### src/rtl/ofm_pkg.sv
// ofm_pkg: shared state encoding, control-word layout and byte-count limits
// for the OFM input framing FSM.
package ofm_pkg;

    localparam logic [2:0] ST_IDLE = 3'd0;
    localparam logic [2:0] ST_CTRL = 3'd1;
    localparam logic [2:0] ST_WAIT = 3'd2;
    localparam logic [2:0] ST_DATA = 3'd3;
    localparam logic [2:0] ST_DROP = 3'd4;

    localparam logic [3:0] FLAG_OK = 4'b1000;

    localparam int CW_BEGIN_LSB  = 0;
    localparam int CW_INSERT_LSB = 16;
    localparam int CW_INIT_LSB   = 32;
    localparam int CW_CNTRL_LSB  = 48;
    localparam int CW_BYTES_LSB  = 50;

    localparam logic [13:0] BYTES_MAX = 14'd16383;

    function automatic logic [13:0] byte_sat_add(input logic [13:0] a, input logic [7:0] b);
        logic [14:0] s;
        s = {1'b0, a} + {7'b0, b};
        return s[14] ? BYTES_MAX : s[13:0];
    endfunction

endpackage

### src/rtl/ofm_keep_popcnt.sv
// ofm_keep_popcnt: combinational count of set tkeep bits.
module ofm_keep_popcnt #(
    parameter int C_KEEP_W = 8
) (
    input  logic [C_KEEP_W-1:0] keep,
    output logic [7:0]          cnt
);

    always_comb begin
        cnt = '0;
        for (int i = 0; i < C_KEEP_W; i++) cnt = cnt + 8'(keep[i]);
    end

endmodule

### src/rtl/ofm_in_pfsm.sv
// ofm_in_pfsm: parses the txc control packet, then streams the txd frame into
// the data FIFO and writes one checksum/length descriptor per frame.
module ofm_in_pfsm
    import ofm_pkg::*;
#(
    parameter int C_DATA_WIDTH = 64,
    parameter int C_DROP_BAD   = 1
) (
    input  logic                                mm2s_clk,
    input  logic                                mm2s_resetn,
    input  logic [C_DATA_WIDTH-1:0]             txd_tdata,
    input  logic [C_DATA_WIDTH/8-1:0]           txd_tkeep,
    input  logic                                txd_tvalid,
    input  logic                                txd_tlast,
    output logic                                txd_tready,
    input  logic [31:0]                         txc_tdata,
    input  logic [3:0]                          txc_tkeep,
    input  logic                                txc_tvalid,
    input  logic                                txc_tlast,
    output logic                                txc_tready,
    input  logic                                ctrl_fifo_afull,
    output logic                                ctrl_fifo_wren,
    output logic [63:0]                         ctrl_fifo_wdata,
    input  logic                                data_fifo_afull,
    output logic                                data_fifo_wren,
    output logic [C_DATA_WIDTH+C_DATA_WIDTH/8:0] data_fifo_wdata,
    output logic [31:0]                         frame_cnt,
    output logic [31:0]                         drop_cnt,
    output logic [3:0]                          in_fsm_dbg
);

    logic [2:0]  state, state_n;
    logic        afull_c_r, afull_d_r;
    logic [2:0]  idx;
    logic [3:0]  flag, flag_n;
    logic [1:0]  cs_cntrl;
    logic [15:0] cs_begin, cs_insert, cs_init;
    logic [13:0] bytes, bytes_n;
    logic [7:0]  pop;
    logic        c_acc, d_acc, data_acc, drop_bad;
    logic        unused_keep;

    assign unused_keep = ^txc_tkeep;

    ofm_keep_popcnt #(.C_KEEP_W(C_DATA_WIDTH/8)) u_popcnt (
        .keep (txd_tkeep),
        .cnt  (pop)
    );

    assign txc_tready = state == ST_CTRL;
    assign txd_tready = state == ST_DATA || state == ST_DROP;
    assign c_acc      = txc_tvalid && txc_tready;
    assign d_acc      = txd_tvalid && txd_tready;
    assign data_acc   = d_acc && state == ST_DATA;
    assign in_fsm_dbg = {1'b0, state};
    assign bytes_n    = byte_sat_add(bytes, pop);
    // A one-word control packet ends on the flag word itself, so judge the live flag.
    assign flag_n     = idx == 3'd0 ? txc_tdata[31:28] : flag;
    assign drop_bad   = flag_n != FLAG_OK && C_DROP_BAD != 0;

    always_comb begin
        state_n = state;
        case (state)
            ST_IDLE: state_n = txc_tvalid && !afull_c_r ? ST_CTRL : ST_IDLE;
            ST_CTRL: state_n = c_acc && txc_tlast ? (drop_bad ? ST_DROP : ST_WAIT) : ST_CTRL;
            ST_WAIT: state_n = txd_tvalid && !afull_d_r ? ST_DATA : ST_WAIT;
            ST_DATA, ST_DROP: state_n = txd_tvalid && txd_tlast ? ST_IDLE : state;
            default: state_n = ST_IDLE;
        endcase
    end

    always_ff @(posedge mm2s_clk or negedge mm2s_resetn) begin
        if (!mm2s_resetn) begin
            state           <= ST_IDLE;
            afull_c_r       <= 1'b0;
            afull_d_r       <= 1'b0;
            idx             <= '0;
            flag            <= '0;
            cs_cntrl        <= '0;
            cs_begin        <= '0;
            cs_insert       <= '0;
            cs_init         <= '0;
            bytes           <= '0;
            data_fifo_wren  <= 1'b0;
            data_fifo_wdata <= '0;
            ctrl_fifo_wren  <= 1'b0;
            ctrl_fifo_wdata <= '0;
            frame_cnt       <= '0;
            drop_cnt        <= '0;
        end else begin
            state          <= state_n;
            afull_c_r      <= ctrl_fifo_afull;
            afull_d_r      <= data_fifo_afull;
            data_fifo_wren <= data_acc;
            ctrl_fifo_wren <= data_acc && txd_tlast;
            if (data_acc) data_fifo_wdata <= {txd_tlast, txd_tkeep, txd_tdata};
            if (state == ST_IDLE) begin
                idx       <= '0;
                flag      <= '0;
                cs_cntrl  <= '0;
                cs_begin  <= '0;
                cs_insert <= '0;
                cs_init   <= '0;
                bytes     <= '0;
            end else begin
                if (c_acc) begin
                    idx <= idx == 3'd7 ? 3'd7 : idx + 3'd1;
                    case (idx)
                        3'd0: flag <= txc_tdata[31:28];
                        3'd1: cs_cntrl <= txc_tdata[1:0];
                        3'd2: {cs_begin, cs_insert} <= txc_tdata;
                        3'd3: cs_init <= txc_tdata[15:0];
                        default: ;
                    endcase
                end
                if (data_acc) bytes <= bytes_n;
            end
            if (data_acc && txd_tlast) begin
                ctrl_fifo_wdata <= {bytes_n, cs_cntrl, cs_init, cs_insert, cs_begin};
                frame_cnt       <= frame_cnt + 32'd1;
            end
            if (state == ST_DROP && d_acc && txd_tlast) drop_cnt <= drop_cnt + 32'd1;
        end
    end

endmodule

### config.mk
export PLATFORM = sky130hd
export DESIGN_NAME = ofm_in_pfsm
export DESIGN_NICKNAME = d
export VERILOG_FILES = /design/src/rtl/ofm_pkg.sv /design/src/rtl/ofm_keep_popcnt.sv /design/src/rtl/ofm_in_pfsm.sv
export SDC_FILE = /design/constraint.sdc
export NUM_CORES = 1
export LEC_CHECK = 0
export BUFFER_PORTS_ARGS = -buffer_cell sky130_fd_sc_hd__clkbuf_2
export CORE_ASPECT_RATIO = 1.75
export CORE_MARGIN = 5
export CORE_UTILIZATION = 24
export DETAILED_ROUTE_END_ITERATION = 10
export GPL_ROUTABILITY_DRIVEN = 0
export SETUP_SLACK_MARGIN = 0.02
export SYNTH_ARGS = -nofsm -noshare
export SYNTH_HDL_FRONTEND = slang
export SYNTH_SLANG_ARGS = --single-unit
### constraint.sdc
create_clock -name mm2s_clk -period 5.2 [get_ports mm2s_clk]
set_input_delay 1.04 -clock mm2s_clk [delete_from_list [all_inputs] [get_ports mm2s_clk]]
set_output_delay 1.04 -clock mm2s_clk [all_outputs]
set_load 0.005 [all_outputs]
== Yosys cells after proc, flatten, opt, wreduce, memory -nomap -nowiden ==
Cells that the tools add are included.

* Word-level logic and storage cells: 88
* Register bits after elaboration: 279
* Input bits: 116

* Reductions and logical operators: 24
* Eq/ne operators: 10
* Multiplexer cells: 27
* $add $sub $neg: 11

{| class="wikitable"
|+ Operators by type and width
! kind !! count
|-
| 16-bit two-way mux || 9
|-
| 32-bit by 1-bit adder with 32-bit output, second input constant || 2
|-
| 8-bit by 1-bit adder with 8-bit output || 6
|-
| 14-bit two-way mux || 3
|-
| 3-bit two-way mux || 6
|-
| 14-bit by 8-bit adder with 15-bit output || 1
|-
| 3-bit by 2-bit equality test with 1-bit output, second input constant || 4
|-
| 4-bit two-way mux || 3
|-
| 3-bit one-hot mux with 4 select lines || 1
|-
| 1-bit logical AND || 10
|-
| 2-bit nonzero test || 5
|-
| 3-bit by 1-bit equality test with 1-bit output, second input constant || 2
|-
| 3-bit equality test, second input constant || 2
|-
| 3-bit zero test || 2
|-
| 2-bit two-way mux || 3
|-
| 2-bit AND reduction || 3
|-
| 4-bit inequality test, second input constant || 1
|-
| 3-bit by 1-bit adder with 3-bit output, second input constant || 1
|-
| 1-bit by 1-bit adder with 2-bit output || 1
|-
| 1-bit zero test || 2
|-
| 1-bit two-way mux || 2
|-
| 2-bit inequality test, second input constant || 1
|-
| 2-bit OR reduction || 1
|-
| 1-bit logical OR || 1
|}

== Logic depth before layout (Yosys ltp) ==
* Word-level depth: 11
* Gate-level depth with buffers: 15

== Hierarchy ==
Synthesis repeated with hierarchy kept, for this count alone.

* Cell total of the unflattened synthesis: 1238
* Area, all modules: 11771.3 um2

{| class="wikitable"
|+ By module, submodules not included
! module !! seq. area each (um2) !! instances !! area an instance (um2) !! cells each
|-
| ofm_in_pfsm || 6981.7 || 1 || 11558.6 || 1212
|-
| ofm_keep_popcnt || 0.0 || 1 || 212.7 || 26
|}

== Worst setup path before layout ==
Ideal clock, no wire load.

* Path kind: in2reg
* From: input txd_tkeep[0]
* To: register bytes[5]
* Library setup time: 0.087 ns
* Cell stages on the path: 12
* Path buffers: 0
* Arrival time: 4.690 ns
* Required time: 5.113 ns
* Path slack: 0.423 ns
* Path through: ha_1 > inv_1 > fa_1 > fa_1 > fa_1 > fa_1 > fa_1 > nand2b_1 > a21o_1 > or3_4 > and2_4 > a211oi_2

* Word-level cells in the longest chain between the ends: 11

{| class="wikitable"
|+ Ends and longest elaborated chain
! element !! line !! source
|-
| start, declared || ofm_in_pfsm.sv:12 || <nowiki>input logic [C_DATA_WIDTH/8-1:0] txd_tkeep,</nowiki>
|-
| 1-bit by 1-bit adder with 2-bit output || ofm_keep_popcnt.sv:11 || <nowiki>for (int i = 0; i < C_KEEP_W; i++) cnt = cnt + 8'(keep[i]);</nowiki>
|-
| 8-bit by 1-bit adder with 8-bit output (6 in series) || ofm_keep_popcnt.sv:11 ||
|-
| 14-bit by 8-bit adder with 15-bit output || ofm_pkg.sv:23 || <nowiki>s = {1'b0, a} + {7'b0, b};</nowiki>
|-
| 14-bit two-way mux || ofm_pkg.sv:24 || <nowiki>return s[14] ? BYTES_MAX : s[13:0];</nowiki>
|-
| 14-bit two-way mux || ofm_in_pfsm.sv:116 || <nowiki>if (data_acc) bytes <= bytes_n;</nowiki>
|-
| 14-bit two-way mux || ofm_in_pfsm.sv:97 || <nowiki>if (state == ST_IDLE) begin</nowiki>
|-
| end signal, assigned || ofm_in_pfsm.sv:116 ||
|-
| end, declared || ofm_in_pfsm.sv:38 || <nowiki>logic [13:0] bytes, bytes_n;</nowiki>
|}

Every way passes these cells. The select of a mux whose other input is x is not followed.
A chain may end at the register's enable or synchronous reset.

== Worst setup path in the final report ==
* From: input txd_tkeep[0]
* To: register bytes[9]

Same word-level chain as after synthesis.

==> impl_metrics.csv <==
group,metric,value,unit
synthesis,synth_edf_count,0,
power,p_leak,0.007808,uW
global_routing,antenna_found_initial,2,
setup_path,cpMostUsedCell,"fa_1",
sta,holdWs,371.6,ps
setup_path,cp-start-kind,"primary input",
synthesis,synthFlopType,"dfrtp_1",
cts,holdBufCountCts,0,
synthesis,synthCells,1247,
sta,finalCriticalPeriod,4614,ps
power,pwr_density_cell,409.9,nW/um^2
cts,worstSkewPairLatency,560,ps
setup_path,crit_buf_inv,2,
synthesis,synth_nets,1381,
placement,io_buffers,319,
floorplan,rows,107,
setup_path,cp_cell_sequence,"clkbuf_2 > ha_1 > inv_1 > fa_1 > fa_1 > fa_1 > fa_1 > fa_1 > nand2b_1 > a21o_1 > or3_4 > and2_4 > a211oi_2",
placement,place_inst,2176,
setup_path,startpoint,"txd_tkeep[0]",
setup_path,path_class,"primary input to flip-flop",
floorplan,initial_core_util,0.2426,
drt,antenna_left,0,
synthesis,ys_ff_latch,279,
drt,wl_per_cell,15.61,um
cts,path_clk_slew,70,ps
global_routing,grt_usage,0.1267,
sta,setup_tns,0,ps
synthesis,syn_avg_cell_area,9.508,um^2
synthesis,yosys_warnings,0,
drt,drt_iter0_drc,445,
drt,vias,9578,
sta,slew_viol_final,0,
placement,dpl_cell_area,14140,um^2
layout,drive_gt1_frac,0.2603,
setup_path,critPathMaxStageDelay,510,ps
sta,skew,25.30,ps
floorplan,core,48870,um^2
synthesis,synth_mux_area_frac,0.0009498,
drt,viasPerCell,4.295,
setup_path,cp_top_family,"adder cells",
cts,cts_sinks,279,
sta,max_freq,216.8,MHz
synthesis,synth-compound-area-share,0.05709,
setup_path,critPathCaptureType,"flip-flop",
placement,dp_hpwl,24800,um
setup_path,crit_arrival,5090,ps
synthesis,yosysSeqAreaShare,0.5889,
layout,syn2layout_area_growth,27.62,%
cts,cts_resized,0,
synthesis,synth_xor_area_frac,0.05319,
global_routing,grt-ovfl-total,0,
layout,stdcell_area,15130,um^2
cts,post_cts_buffers,0,
synthesis,yosys.area_share.simple,0.2449,
power,swShare,0.3149,
sta,slew_headroom,0.3648,
status,outcome,"completed",
power,sequentialPowerShare,0.449,
synthesis,synth_cell_types,57,
sta,rsz0062_at_grt,"no",
cts,htree_levels,1,
layout,fin_cells,2230,
drt,firstDrtPassIters,5,
cts,cts_buffer_depth,3,
sta,setup_violations,0,
power,p_switching,1953,uW
synthesis,synthArstFlopShare,1.000,
floorplan,dieArea,54120,um^2
synthesis,synth_top_family_by_area,"simple AND/OR/NAND/NOR gates",
synthesis,synth_fa_ha_area_frac,0.02216,
floorplan,io_pins,325,
cts,cts_buffers,29,
floorplan,die_x,178.0,um
setup_path,r2r-start,"state[0]",
power,p_comb_frac,0.205,
drt,routed_wl,34810,um
worst_hold_path,hp-class,"primary input to async pin",
sta,worstMarginPinSlew,951.4,ps
cts,tritoncts,"built",
drt,drt_drc_violations_left,0,
power,ir_worst_vdd,266.9,uV
run,maxCapViolations,0,
sta,hold_viol,0,
cts,clockRootBuffer,"clkbuf_16",
floorplan,dieHeight,304.0,um
layout,layout.nets,1687,
layout,fill_cells,5141,
global_routing,grt_max_degree,136,
setup_path,crit_fanout,9,
power,internal_power,4249,uW
synthesis,synthesis.area,11860,um^2
setup_path,required,5680,ps
power,p_clk_frac,0.346,
global_routing,grt_pass1_vias,9993,
global_routing,grt_pass1_wl,55720,um
sta,finalCritPeriodShare,0.8872,
setup_path,slowest_stage,"fa_1",
==> cell families after synthesis <==
| family | Yosys count |
|---|---|
| mux | 1 |
| other cells | 1 |
| flops | 279 |
| compound gates | 120 |
| xor+xnor | 72 |
| buf+inv | 89 |
| simple gates | 667 |
| fa+ha+maj | 18 |
==> through the flow <==
stage | setup slack [ps] | power, uW | utilization
after global routing | 418.0 | 6623 | 0.3096
after detailed placement | -18.58 | 4140 | 0.2894
after global placement | 89.50 | 4108 | 0.2894
final | 586.5 | 6203 | 0.3096
after CTS | 596.5 | 6338 | 0.3096
after floorplan | 423.4 | 3400 | -
==> path summary, 6_finish.rpt <==
kind                            cells past startpoint                  end  slack, ps
min in group mm2s_clk                               2  ctrl_fifo_wdata[13]        460
worst min register to register                      2  ctrl_fifo_wdata[13]        460
worst max register to register                      6  ctrl_fifo_wdata[45]       2760
max in group asynchronous                           2  data_fifo_wdata[47]       3720
worst min-delay path                                1  ctrl_fifo_wdata[20]        370
worst max-delay path                               13             bytes[9]        590
==> state kept, by name, summed over array words and instances (netlist names) <==
register,count
afull_d_r,1
ctrl_fifo_wren,1
data_fifo_wren,1
afull_c_r,1
bytes,14
frame_cnt,32
flag,4
idx,3
cs_init,16
ctrl_fifo_wdata,64
state,3
cs_begin,16
drop_cnt,32
cs_cntrl,2
data_fifo_wdata,73
cs_insert,16
==> layout by cell type, fill, tap and decap left out, types with 13 or more instances in the layout <==
master	netlist	routed
inv_1	32	31
nand2_1	505	504
nand3_1	29	29
nor2_1	43	43
a21oi_1	74	74
clkbuf_2	0	318
clkbuf_16	0	29
xor2_1	24	24
nand4_1	23	23
o21ai_0	21	21
ha_1	13	13
xnor2_1	48	48
dfrtp_1	279	279
==> power groups by stage <==
stage / Combinational [uW] / Sequential, uW / Clock, uW
after floorplan: 596 / 2800 / 0
after detailed placement: 1320 / 2820 / 0
after global placement: 1300 / 2810 / 0
final: 1270 / 2790 / 2150
after global routing: 1460 / 2840 / 2310
after CTS: 1320 / 2790 / 2220
==> cells in the mapped netlist (4+ instances only) <==
library cell / instances / area, um^2
nand2b_1: 5 / 31.28
a211oi_1: 5 / 37.54
buf_2: 11 / 55.05
nand3_1: 29 / 145.1
nor3_1: 11 / 55.05
and2_1: 7 / 43.79
dfrtp_1: 279 / 6982
a31oi_1: 5 / 31.28
nor2_1: 43 / 161.4
nor3_2: 4 / 40.04
ha_1: 13 / 162.7
clkbuf_1: 30 / 112.6
a21o_1: 4 / 30.03
and3_1: 9 / 56.30
o21ai_0: 21 / 105.1
buf_1: 5 / 18.77
buf_4: 10 / 75.07
inv_1: 32 / 120.1
a21oi_1: 74 / 370.4
xnor2_1: 48 / 420.4
nand4_1: 23 / 143.9
nand2_1: 505 / 1896
xor2_1: 24 / 210.2
fa_1: 5 / 100.1
==> layout make-up <==
class,instances,area (um^2),area share
well taps,654,818.3,0.05408
clock inverters,19,191.4,0.01265
multi-input cells,879,4497,0.2972
clock buffers,34,794.5,0.05251
inverters,33,123.9,0.008187
repair buffers,331,1722,0.1138
flip-flops and latches,279,6982,0.4614
diodes,1,2.502,0.0001654
==> per-layer routing <==
metal | routed length (um) | global-route usage
met5 | 0 | 0
met4 | 895 | 0.04177
met3 | 2832 | 0.03430
met2 | 17510 | 0.2198
met1 | 13570 | 0.1505
(Power assumes the default switching activity.)
